### src/rtl/conf_int_mac_acc__arch_agnos.sv
// conf_int_mac_acc__arch_agnos
// Accumulate half of an integer MAC pipeline. Sums an unsigned product stream
// over a group ended by in_last, then holds the sum, a rounded/scaled result,
// the beat count and an overflow flag until the downstream takes them.
// Optional feature macro CONF_INT_MAC_ACC_SAT_EN: saturate the accumulator and
// the scaled result instead of wrapping/truncating.
module conf_int_mac_acc__arch_agnos #(
  parameter int OP_BITWIDTH        = 16,
  parameter int DATA_PATH_BITWIDTH = 16,
  parameter int ACC_GUARD_BITS     = 8,
  parameter int OUT_SHIFT          = 16,
  parameter int CNT_BITWIDTH       = 16
) (
  input  logic                                           clk,
  input  logic                                           rst,
  input  logic [2*DATA_PATH_BITWIDTH-1:0]                in_prod,
  input  logic                                           in_valid,
  input  logic                                           in_last,
  output logic                                           in_ready,
  output logic                                           out_valid,
  input  logic                                           out_ready,
  output logic [2*DATA_PATH_BITWIDTH+ACC_GUARD_BITS-1:0] out_sum,
  output logic [OP_BITWIDTH-1:0]                         out_scaled,
  output logic [CNT_BITWIDTH-1:0]                        out_cnt,
  output logic                                           out_ovf
);

  localparam int ACC_BITWIDTH = 2*DATA_PATH_BITWIDTH + ACC_GUARD_BITS;
  localparam int SUM_W        = ACC_BITWIDTH + 1;

  typedef enum logic [1:0] {ST_IDLE, ST_ACC, ST_OUT} state_t;

  state_t                  state_q, state_d;
  logic [ACC_BITWIDTH-1:0] acc_q, acc_d;
  logic [CNT_BITWIDTH-1:0] cnt_q, cnt_d;
  logic                    ovf_q, ovf_d;
  logic                    accept;
  logic [SUM_W-1:0]        sum_wide;

  // Fold the carry of a wide sum back into the accumulator width.
  function automatic logic [ACC_BITWIDTH-1:0] acc_update(input logic [SUM_W-1:0] s);
`ifdef CONF_INT_MAC_ACC_SAT_EN
    if (s[ACC_BITWIDTH]) return '1;
`endif
    return ACC_BITWIDTH'(s);
  endfunction

  // Round half up, shift right, then truncate or clamp to the result width.
  function automatic logic [OP_BITWIDTH-1:0] scale_round(input logic [ACC_BITWIDTH-1:0] a);
    logic [SUM_W-1:0] rnd;
    logic [SUM_W-1:0] r;
    rnd = '0;
    if (OUT_SHIFT > 0) rnd[OUT_SHIFT-1] = 1'b1;
    r = (SUM_W'(a) + rnd) >> OUT_SHIFT;
`ifdef CONF_INT_MAC_ACC_SAT_EN
    if ((r >> OP_BITWIDTH) != '0) return '1;
`endif
    return OP_BITWIDTH'(r);
  endfunction

  assign accept   = in_valid && in_ready;
  assign sum_wide = SUM_W'(acc_q) + SUM_W'(in_prod);

  // Next-state for the group FSM, accumulator, beat counter and overflow flag.
  always_comb begin
    state_d = state_q;
    acc_d   = acc_q;
    cnt_d   = cnt_q;
    ovf_d   = ovf_q;
    case (state_q)
      ST_IDLE: begin
        if (accept) begin
          acc_d   = ACC_BITWIDTH'(in_prod);
          cnt_d   = CNT_BITWIDTH'(1);
          ovf_d   = 1'b0;
          state_d = in_last ? ST_OUT : ST_ACC;
        end
      end
      ST_ACC: begin
        if (accept) begin
          acc_d   = acc_update(sum_wide);
          cnt_d   = (cnt_q == '1) ? cnt_q : cnt_q + CNT_BITWIDTH'(1);
          ovf_d   = ovf_q | sum_wide[ACC_BITWIDTH];
          state_d = in_last ? ST_OUT : ST_ACC;
        end
      end
      ST_OUT: begin
        if (out_ready) begin
          acc_d   = '0;
          cnt_d   = '0;
          ovf_d   = 1'b0;
          state_d = ST_IDLE;
        end
      end
      default: begin
        acc_d   = '0;
        cnt_d   = '0;
        ovf_d   = 1'b0;
        state_d = ST_IDLE;
      end
    endcase
  end

  // Register all state; reset discards any partial group.
  always_ff @(posedge clk or negedge rst) begin
    if (!rst) begin
      state_q <= ST_IDLE;
      acc_q   <= '0;
      cnt_q   <= '0;
      ovf_q   <= 1'b0;
    end else begin
      state_q <= state_d;
      acc_q   <= acc_d;
      cnt_q   <= cnt_d;
      ovf_q   <= ovf_d;
    end
  end

  // Outputs come straight from the registers (scaled result via pure logic).
  assign in_ready   = (state_q != ST_OUT);
  assign out_valid  = (state_q == ST_OUT);
  assign out_sum    = acc_q;
  assign out_cnt    = cnt_q;
  assign out_ovf    = ovf_q;
  assign out_scaled = scale_round(acc_q);

endmodule

### config.mk
export PLATFORM = sky130hd
export DESIGN_NAME = conf_int_mac_acc__arch_agnos
export DESIGN_NICKNAME = d
export VERILOG_FILES = /design/src/rtl/conf_int_mac_acc__arch_agnos.sv
export SDC_FILE = /design/constraint.sdc
export NUM_CORES = 1
export LEC_CHECK = 0
export CAP_MARGIN = 20
export CORE_MARGIN = 1.5
export CORE_UTILIZATION = 40
export CTS_CLUSTER_SIZE = 20
export DETAILED_ROUTE_END_ITERATION = 10
export HOLD_SLACK_MARGIN = 0.1
export PLACE_DENSITY = 0.66
export SLEW_MARGIN = 10
export SYNTH_ARGS = -nofsm -noshare
export SYNTH_HDL_FRONTEND = slang
export SYNTH_SLANG_ARGS = --single-unit
### constraint.sdc
create_clock -name clk -period 6.4 [get_ports clk]
set_input_delay 0.96 -clock clk [delete_from_list [all_inputs] [get_ports clk]]
set_output_delay 0.96 -clock clk [all_outputs]
set_load 0.01 [all_outputs]
Yosys cells after proc, flatten, opt, wreduce, memory -nomap -nowiden

Index checks and enable logic that the tools add are counted.
W data, S select, Z words.

Logic and storage cells: 40
Register bits: 59
Output and inout bits: 75

Bitwise logic cells: 1
Reduce and logical (&&, ||, !) cells: 6
Multiplexer cells: 17
Equality and inequality tests: 9
Add/sub/neg operators: 3

Operators with widths:

| cell                     | count |
|---|---|
| $mux W40                 | 3 |
| $pmux W40 S3             | 1 |
| $mux W16                 | 4 |
| $pmux W16 S3             | 1 |
| $add A40 B32 Y41         | 1 |
| $add A32 B16 Y32 const B | 1 |
| $add A16 B1 Y16 const B  | 1 |
| $eq A16 B16 Y1 const B   | 1 |
| $ne A2 B2 Y1 const B     | 4 |
| $mux W2                  | 3 |
| $ne A2 B1 Y1 const B     | 2 |
| $pmux W2 S2              | 1 |
| $reduce_and A4 Y1        | 1 |
| $mux W1                  | 3 |
| $pmux W1 S3              | 1 |
| $reduce_and A3 Y1        | 1 |
| $eq A2 B1 Y1 const B     | 1 |
| $eq A2 B2 Y1 const B     | 1 |
| $logic_not A2 Y1         | 1 |
| $reduce_and A2 Y1        | 1 |
| $reduce_or A2 Y1         | 1 |
| $logic_and A1 B1 Y1      | 1 |
| $or A1 B1 Y1             | 1 |

Depth between registers and ports, before layout

Gate-level depths: netlist of run 1.

Depth in word-level cells: 4
Depth in mapped cells: 12
Gate-level depth less buffers: 12

Worst setup path after synthesis of run 1

Ideal clock, no wire load.

Path type: input port to flip-flop
From: in in_prod[14]
To: reg acc_q[31], in the netlist out_sum[31]
Path slack: 3216 ps
Buffers on the path: 0
Cell stages on the path: 10
Arrival: 3107 ps
Library setup time: 77 ps
Cell sequence: ha_1 > a21o_1 > a221o_1 > a21oi_2 > o211ai_2 > and3_1 > a211o_1 > o211ai_1 > mux2_1 > a21oi_1

Longest elaborated chain between the ends: 3

Ends and longest elaborated chain:

| what                 | RTL line | source |
|---|---|---|
| start, declared      | 16       | `input logic [2*DATA_PATH_BITWIDTH-1:0] in_prod,` |
| $add A40 B32 Y41     | 62       | `assign sum_wide = SUM_W'(acc_q) + SUM_W'(in_prod);` |
| $mux W40             | 80       | `if (accept) begin` |
| $pmux W40 S3         | 70       | `case (state_q)` |
| end signal, assigned | 108      | `acc_q <= '0;` |
| end signal, assigned | 113      | `acc_q <= acc_d;` |
| end, declared        | 34       | `logic [ACC_BITWIDTH-1:0] acc_q, acc_d;` |

Every way passes these cells. The select of a mux whose other input is x is not followed.
A chain may end at the register's enable or synchronous reset.

Final worst setup path of run 1

From: reg state_q[0]
To: reg acc_q[35], in the netlist out_sum[35]

Longest elaborated chain between the ends: 4
Elaborated cells between the ends (all ways): 10
Classes of those cells: eq/ne (6); mux (1); reduce/logical (3)

Ends and longest elaborated chain:

| what                        | RTL line | source |
|---|---|---|
| start, declared             | 33       | `state_t state_q, state_d;` |
| start signal, assigned      | 112      | `state_q <= state_d;` |
| $ne A2 B2 Y1                | 120      | `assign in_ready = (state_q != ST_OUT);` |
| $logic_and A1 B1 Y1         | 61       | `assign accept = in_valid && in_ready;` |
| $ne A2 B2 Y1 (no line)      | -        |  |
| $reduce_and A3 Y1 (no line) | -        |  |

Parallel ways exist; a longest one is shown, timed or not.

==> results of run 1 <==
## worst max-delay path by stage
stage | start | to | slack (ps)
2_1_floorplan | in_prod[14] | out_sum[31]$_DFFE_PN0P_ | 3220
3_3_place_gp | in_prod[0] | out_sum[28]$_DFFE_PN0P_ | 2540
3_5_place_dp | in_prod[0] | out_sum[28]$_DFFE_PN0P_ | 2450
4_1_cts | state_q[0]$_DFFE_PN0P_ | out_sum[35]$_DFFE_PN0P_ | 2660
5_1_grt | state_q[0]$_DFFE_PN0P_ | out_sum[39]$_DFFE_PN0P_ | 2410
6_report | state_q[0]$_DFFE_PN0P_ | out_sum[35]$_DFFE_PN0P_ | 2640
## worst register-to-register path, stage by stage, from the launching register on
cell and delay [ps]:
dfrtp_1 970, inv_2 370, nor2_1 760, nand2_1 770, or4_1 700, o211ai_1 100
## routing by layer
| layer | global-route usage | vias to the layer above | share of wire |
|---|---|---|---|
| li1 | - | 2294 | - |
| met1 | 0.314 | 2352 | 0.47 |
| met2 | 0.372 | 144 | 0.47 |
| met3 | 0.0505 | 19 | 0.052 |
| met4 | 0.0725 | 0 | 0.013 |
| met5 | 0 | - | 0 |
## stage by stage
step / util / hold slack [ps] / instances / cell area [um2] / setup WS (ps)
4_1_cts: 0.529 / 518 / 825 / 6320 / 2660
3_5_place_dp: 0.504 / 506 / 809 / 6030 / 2450
5_1_grt: 0.529 / 548 / 825 / 6320 / 2410
2_1_floorplan: - / 527 / 575 / 4890 / 3220
3_3_place_gp: 0.504 / 501 / 809 / 6030 / 2540
6_report: 0.529 / 509 / 825 / 6320 / 2640
## report_power, final
part           internal, mW  leakage, nW  switching [mW]
registers             0.446        0.776           0.118
logic                 0.575         1.79           0.659
clock network         0.299        0.141           0.184
total                  1.32         2.70           0.961
## cell usage in the layout, fill, tap and decap left out, drive strengths merged, types with 3 or more instances in the layout
cell type        n
a211oi           3
a21boi           3
a21o            14
a21oi           53
a22oi            7
a31oi            3
a32oi            3
and2             3
and3            18
buf              3
clkbuf           9
clkdlybuf4s50  110
clkinv           4
dfrtp           59
ha              34
inv             17
mux2i            9
nand2           63
nand2b           4
nand3           29
nand4           12
nor2            43
nor3             8
nor4b            3
o211ai          10
o21a             3
o21ai           49
o21bai           6
o22ai            3
o31ai            4
or4              4
xnor2           32
xor2            21
## cell type report
| cell class | count | area [um2] |
|---|---|---|
| sequential | 59 | 1480 |
| tap | 147 | 184 |
| clock buffer | 9 | 225 |
| fill | 1120 | 5640 |
| timing repair buffer | 113 | 1120 |
| clock inverter | 7 | 68.8 |
| multi-input combinational | 473 | 3190 |
| inverter | 17 | 63.8 |
## flip-flops by register name, indices dropped and copies added, names as in the netlist
signal / cells
out_cnt: 16
out_ovf: 1
out_sum: 40
state_q: 2
## cells by family (layout without fill, tap and decap cells)
family,count (synthesis),after routing,synth area share
compound gates,177,177,0.237
xor+xnor,53,53,0.0949
fa+ha+maj,35,35,0.0911
buf+inv,43,146,0.0481
flops,59,59,0.302
mux,10,10,0.0207
simple gates,198,198,0.206
==> impl_metrics.yaml, run 1 <==
detailed_routing:
  avgViaCountPerCell: 5.83
  wirelength_um: 14800
  wire_per_inst_um: 17.9
  firstDrtPassIters: 5
  vias: 4809
  ant_nets: 0
  drc: 0
  dr.first_iter.drc_count: 272
logic_synthesis:
  synth_seq_cells: 59
  synth_most_common_cell: "nand2_1"
  netlist.top_cell.by_area: "dfrtp_1"
  synth_common_cells: "nand2_1, dfrtp_1, a21oi_1"
  synth_top_area_share: 0.302
  synthCells: 575
  avgSynthCellArea_um2: 8.51
  async_reset_ff_frac: 1.00
  yosysSeqAreaShare: 0.302
  synth_warnings: 0
  synthFlopType: "dfrtp_1"
  netlist_area_um2: 4890
  ys_top_cells_by_area: "dfrtp_1, ha_1, xnor2_1"
  syn-num-nets: 647
  synth_cell_type_count: 72
  synth_edf_count: 0
sta:
  tightest_slew_ps: 964
  slew_viol_final: 0
  timing.fmax_ghz: 0.266
  skew_ps: 5.75
  hold_violations: 0
  finalSetupViolCount: 0
  fin_crit_sh: 0.587
  fin_crit_ps: 3760
  rsz0062_at_grt: "no"
  slew_headroom: 0.355
  finalSetupTns_ps: 0
setup_path:
  cp-end-kind: "register"
  r2r_start: "state_q[0]$_DFFE_PN0P_"
  crit_type: "register to register"
  cp.depth: 5
  cp.buffers_inverters: 1
  rr_worst_depth: 5
  cp_top_family: "simple AND/OR/NAND/NOR gates"
  rrSetupSlack_ps: 2640
  critPathMaxStageDelay_ps: 970
  cp_cell_sequence: "inv_2 -> nor2_1 -> nand2_1 -> or4_1 -> o211ai_1"
  startpoint_type: "register"
  cp.required_ps: 6650
  critical_path_peak_fanout: 23
  cp_slowest_cell: "dfrtp_1"
  arrival_ps: 4010
  reg2reg_to: "out_sum[35]$_DFFE_PN0P_"
grt:
  grt_pass1_vias: 4574
  grt_max_degree: 60
  grt_pass1_wl_um: 23600
  grt-ovfl-total: 0
  antenna_found_initial: 0
  grt_usage: 0.232
clock_network:
  clkTransAtPathRegs_ps: 50
  cts_buffer_depth: 2
  clock-sinks: 59
  cts_resized: 0
  clk_latency_ps: 340
  clockRootBuffer: "clkbuf_16"
  cts_buffers: 9
  post-cts-setup-buffers: 0
  cts_tree: "yes"
  hold_buffers: 0
  h-tree-depth: 3
layout:
  drive_above_1_share: 0.0575
  antennaDiodeCount: 0
  syn_to_final_growth_pct: 29.3
  finalNetCount: 745
hold_path:
  worstHoldPathCells: 2
  hp-start: "out_sum[7]$_DFFE_PN0P_"
  hp-class: "register to register"
  hold_end: "out_sum[7]$_DFFE_PN0P_"
floorplan:
  die_y_um: 114
  core_um2: 12000
  start_util: 0.409
  io_pins: 112
  floorplan.die_area_um2: 12900
  die_x_um: 114
  rows: 40
pwr:
  peakVddDrop_mv: 0.169
  power_density_nw_per_um2: 361
  total_power_mw: 2.28
  p_leak_nw: 2.70
run:
  cap_viol_max_count: 0
place:
  post-dp-hpwl_um: 10700
  routabilityCongestion: 0.894
  portBuffers: 111
status:
  outcome: "completed"
Note: power is estimated with default switching activity, not from simulation.
==> inputs of run 2 (changes only) <==
PLACE_DENSITY = 0.69   (was 0.66)
clock period = 3.18 ns   (was 6.4 ns; I/O delays follow)
==> run 2 against run 1 <==
Effect of this change: sequential share of layout area decreased by 1.5 points; design area up 7.0%; sequential cell count is the same; sequential power grew 95%; first-iteration DRC count up 69%; register-to-register slack got worse by 2400 ps; total power grew 120%; setup slack got worse by 2500 ps; largest power group unchanged; highest routed layer unchanged; non-clock buffer count is 53 higher; clock-buffer cell count grew 3; clock skew up 3.1 ps.
==> impl_metrics.yaml, run 2 (synthesized netlist as in run 1, its figures left out) <==
pwr:
  combPwrFrac: 0.569
  switchingPower_mw: 2.02
  pwr-share-seq: 0.218
  pwr-share-clk: 0.213
  p_int_mw: 3.03
  p_leak_nw: 2.98
  peakVddDrop_mv: 0.372
  power_density_nw_per_um2: 747
  swShare: 0.400
layout:
  finalNetCount: 798
  antennaDiodeCount: 0
  syn_to_final_growth_pct: 38.4
  layout_commonest_cell: "clkdlybuf4s50_1"
  drive_above_1_share: 0.128
  utilization: 0.566
  most-common-layout-cells: "clkdlybuf4s50_1, nand2_1, dfrtp_1"
  largest_reg_flops: 40
  layout.cells.non_filler: 876
  fill_cells: 1088
floorplan:
  core_um2: 12000
  die_y_um: 114
  io_pins: 112
  die_x_um: 114
  rows: 40
  floorplan.die_area_um2: 12900
  start_util: 0.409
setup_path:
  crit_end: "out_sum[36]$_DFFE_PN0P_"
  critPathMaxStageDelay_ps: 440
  critical_path_peak_fanout: 6
  rr_worst_depth: 14
  worstSetupStartpoint: "in_prod[2]"
  cp_slowest_cell: "clkdlybuf4s50_1"
  r2r_start: "out_sum[0]$_DFFE_PN0P_"
  arrival_ps: 3290
  cp_cell_sequence: "clkdlybuf4s50_1 -> ha_1 -> nor2b_1 -> o211ai_1 -> a21boi_2 -> o211ai_1 -> nand4_1 -> buf_4 -> a2111oi_4 -> buf_4 -> nor2_4 -> and3_1 -> a211o_1"
  reg2reg_to: "out_sum[36]$_DFFE_PN0P_"
  rrSetupSlack_ps: 250
  crit_type: "input pin to register"
  cp-end-kind: "register"
  cp.required_ps: 3400
  cp.buffers_inverters: 3
  cp_top_family: "compound AO/OA/AOI/OAI gates"
  startpoint_type: "input pin"
  cp.depth: 13
detailed_routing:
  wirelength_um: 15600
  top_layer_used: "met4"
  wire_per_inst_um: 17.8
  met2RoutedLength_um: 7450
  drc: 0
  avgViaCountPerCell: 5.75
  ant_nets: 0
  firstDrtPassIters: 5
  dr_wl_met3_um: 685
  vias: 5033
  dr.first_iter.drc_count: 459
  wl_met1_um: 7270
grt:
  grt-ovfl-total: 0
  antenna_found_initial: 0
  grt_usage: 0.243
  grt_pass1_wl_um: 24900
  grt_max_degree: 35
  grt_pass1_vias: 5001
clock_network:
  clkTransAtPathRegs_ps: 60
  h-tree-depth: 3
  cts_buffer_depth: 2
  cts_buffers: 9
  cts_tree: "yes"
  clockRootBuffer: "clkbuf_16"
  hold_buffers: 0
  clk_latency_ps: 340
  clock-sinks: 59
sta:
  slew_headroom: 0.376
  tightest_slew_ps: 932
  finalSetupTns_ps: 0
  hold_violations: 0
  fin_crit_ps: 3070
  skew_ps: 8.88
  fin_crit_sh: 0.966
  timing.fmax_ghz: 0.326
  finalSetupViolCount: 0
  slew_viol_final: 0
place:
  portBuffers: 111
  routabilityCongestion: 0.936
  dp_cells: 858
  post-dp-hpwl_um: 11700
run:
  cap_viol_max_count: 0
status:
  outcome: "completed"
hold_path:
  hp-class: "input pin to async pin"
==> run 2: cell count changes in the layout (fill, tap and decap cells not counted), moves of 2 or more <==
cell	change
buf_4	+53
clkbuf_8	+2
clkinv_2	-3
clkinvlp_4	-2
==> run 2: metrics by stage <==
stage	total power, mW	hold WS [ps]	setup WS (ps)	instance area, um2
after floorplan	2.74	181	479	4890
after global placement	3.84	473	-116	6400
after detailed placement	3.89	470	-261	6400
after CTS	4.99	123	45.1	6720
after global routing	5.37	135	-38.5	6770
final	5.06	97.0	108	6770
==> run 2: cell type report <==
| class | count | area (um2) | area share |
|---|---|---|---|
| Multi-Input combinational cell | 473 | 3210 | 0.474 |
| Timing Repair Buffer | 166 | 1520 | 0.225 |
| Sequential cell | 59 | 1480 | 0.218 |
| Clock buffer | 12 | 256 | 0.0379 |
| Tap cell | 147 | 184 | 0.0272 |
| Inverter | 17 | 63.8 | 0.00943 |
| Clock inverter | 2 | 60.1 | 0.00887 |
==> run 2: routing by layer <==
layer  GRT usage  vias to the layer above
li1            -                     2403
met1       0.331                     2454
met2       0.408                      160
met3      0.0361                       16
met4      0.0567                        0
met5           0                        -
==> run 2: how the worst min path moves through the flow <==
stage / endpoint / slack, ps / depth (start not counted) / start
floorplan: out_cnt[0]$_DFFE_PN0P_ / 180 / 0 / rst
global placement: out_cnt[12]$_DFFE_PN0P_ / 470 / 1 / rst
detailed placement: out_cnt[14]$_DFFE_PN0P_ / 470 / 1 / rst
CTS: out_cnt[14]$_DFFE_PN0P_ / 120 / 1 / rst
global route: out_cnt[14]$_DFFE_PN0P_ / 140 / 1 / rst
finish: out_cnt[14]$_DFFE_PN0P_ / 100 / 1 / rst
==> run 2: power groups by stage <==
stage	clock network (mW)	registers (mW)	logic, mW
floorplan	0	1.13	1.61
global placement	0	1.10	2.74
detailed placement	0	1.11	2.78
CTS	1.08	1.10	2.81
global route	1.13	1.12	3.12
finish	1.08	1.10	2.88
==> run 2: what timing repair did <==
| item | 4_1_cts | 5_1_grt |
|---|---|---|
| buffers inserted | 0 | 4 |
| resized for setup | 0 | 6 |
| setup endpoints to repair | 0 | 6 |
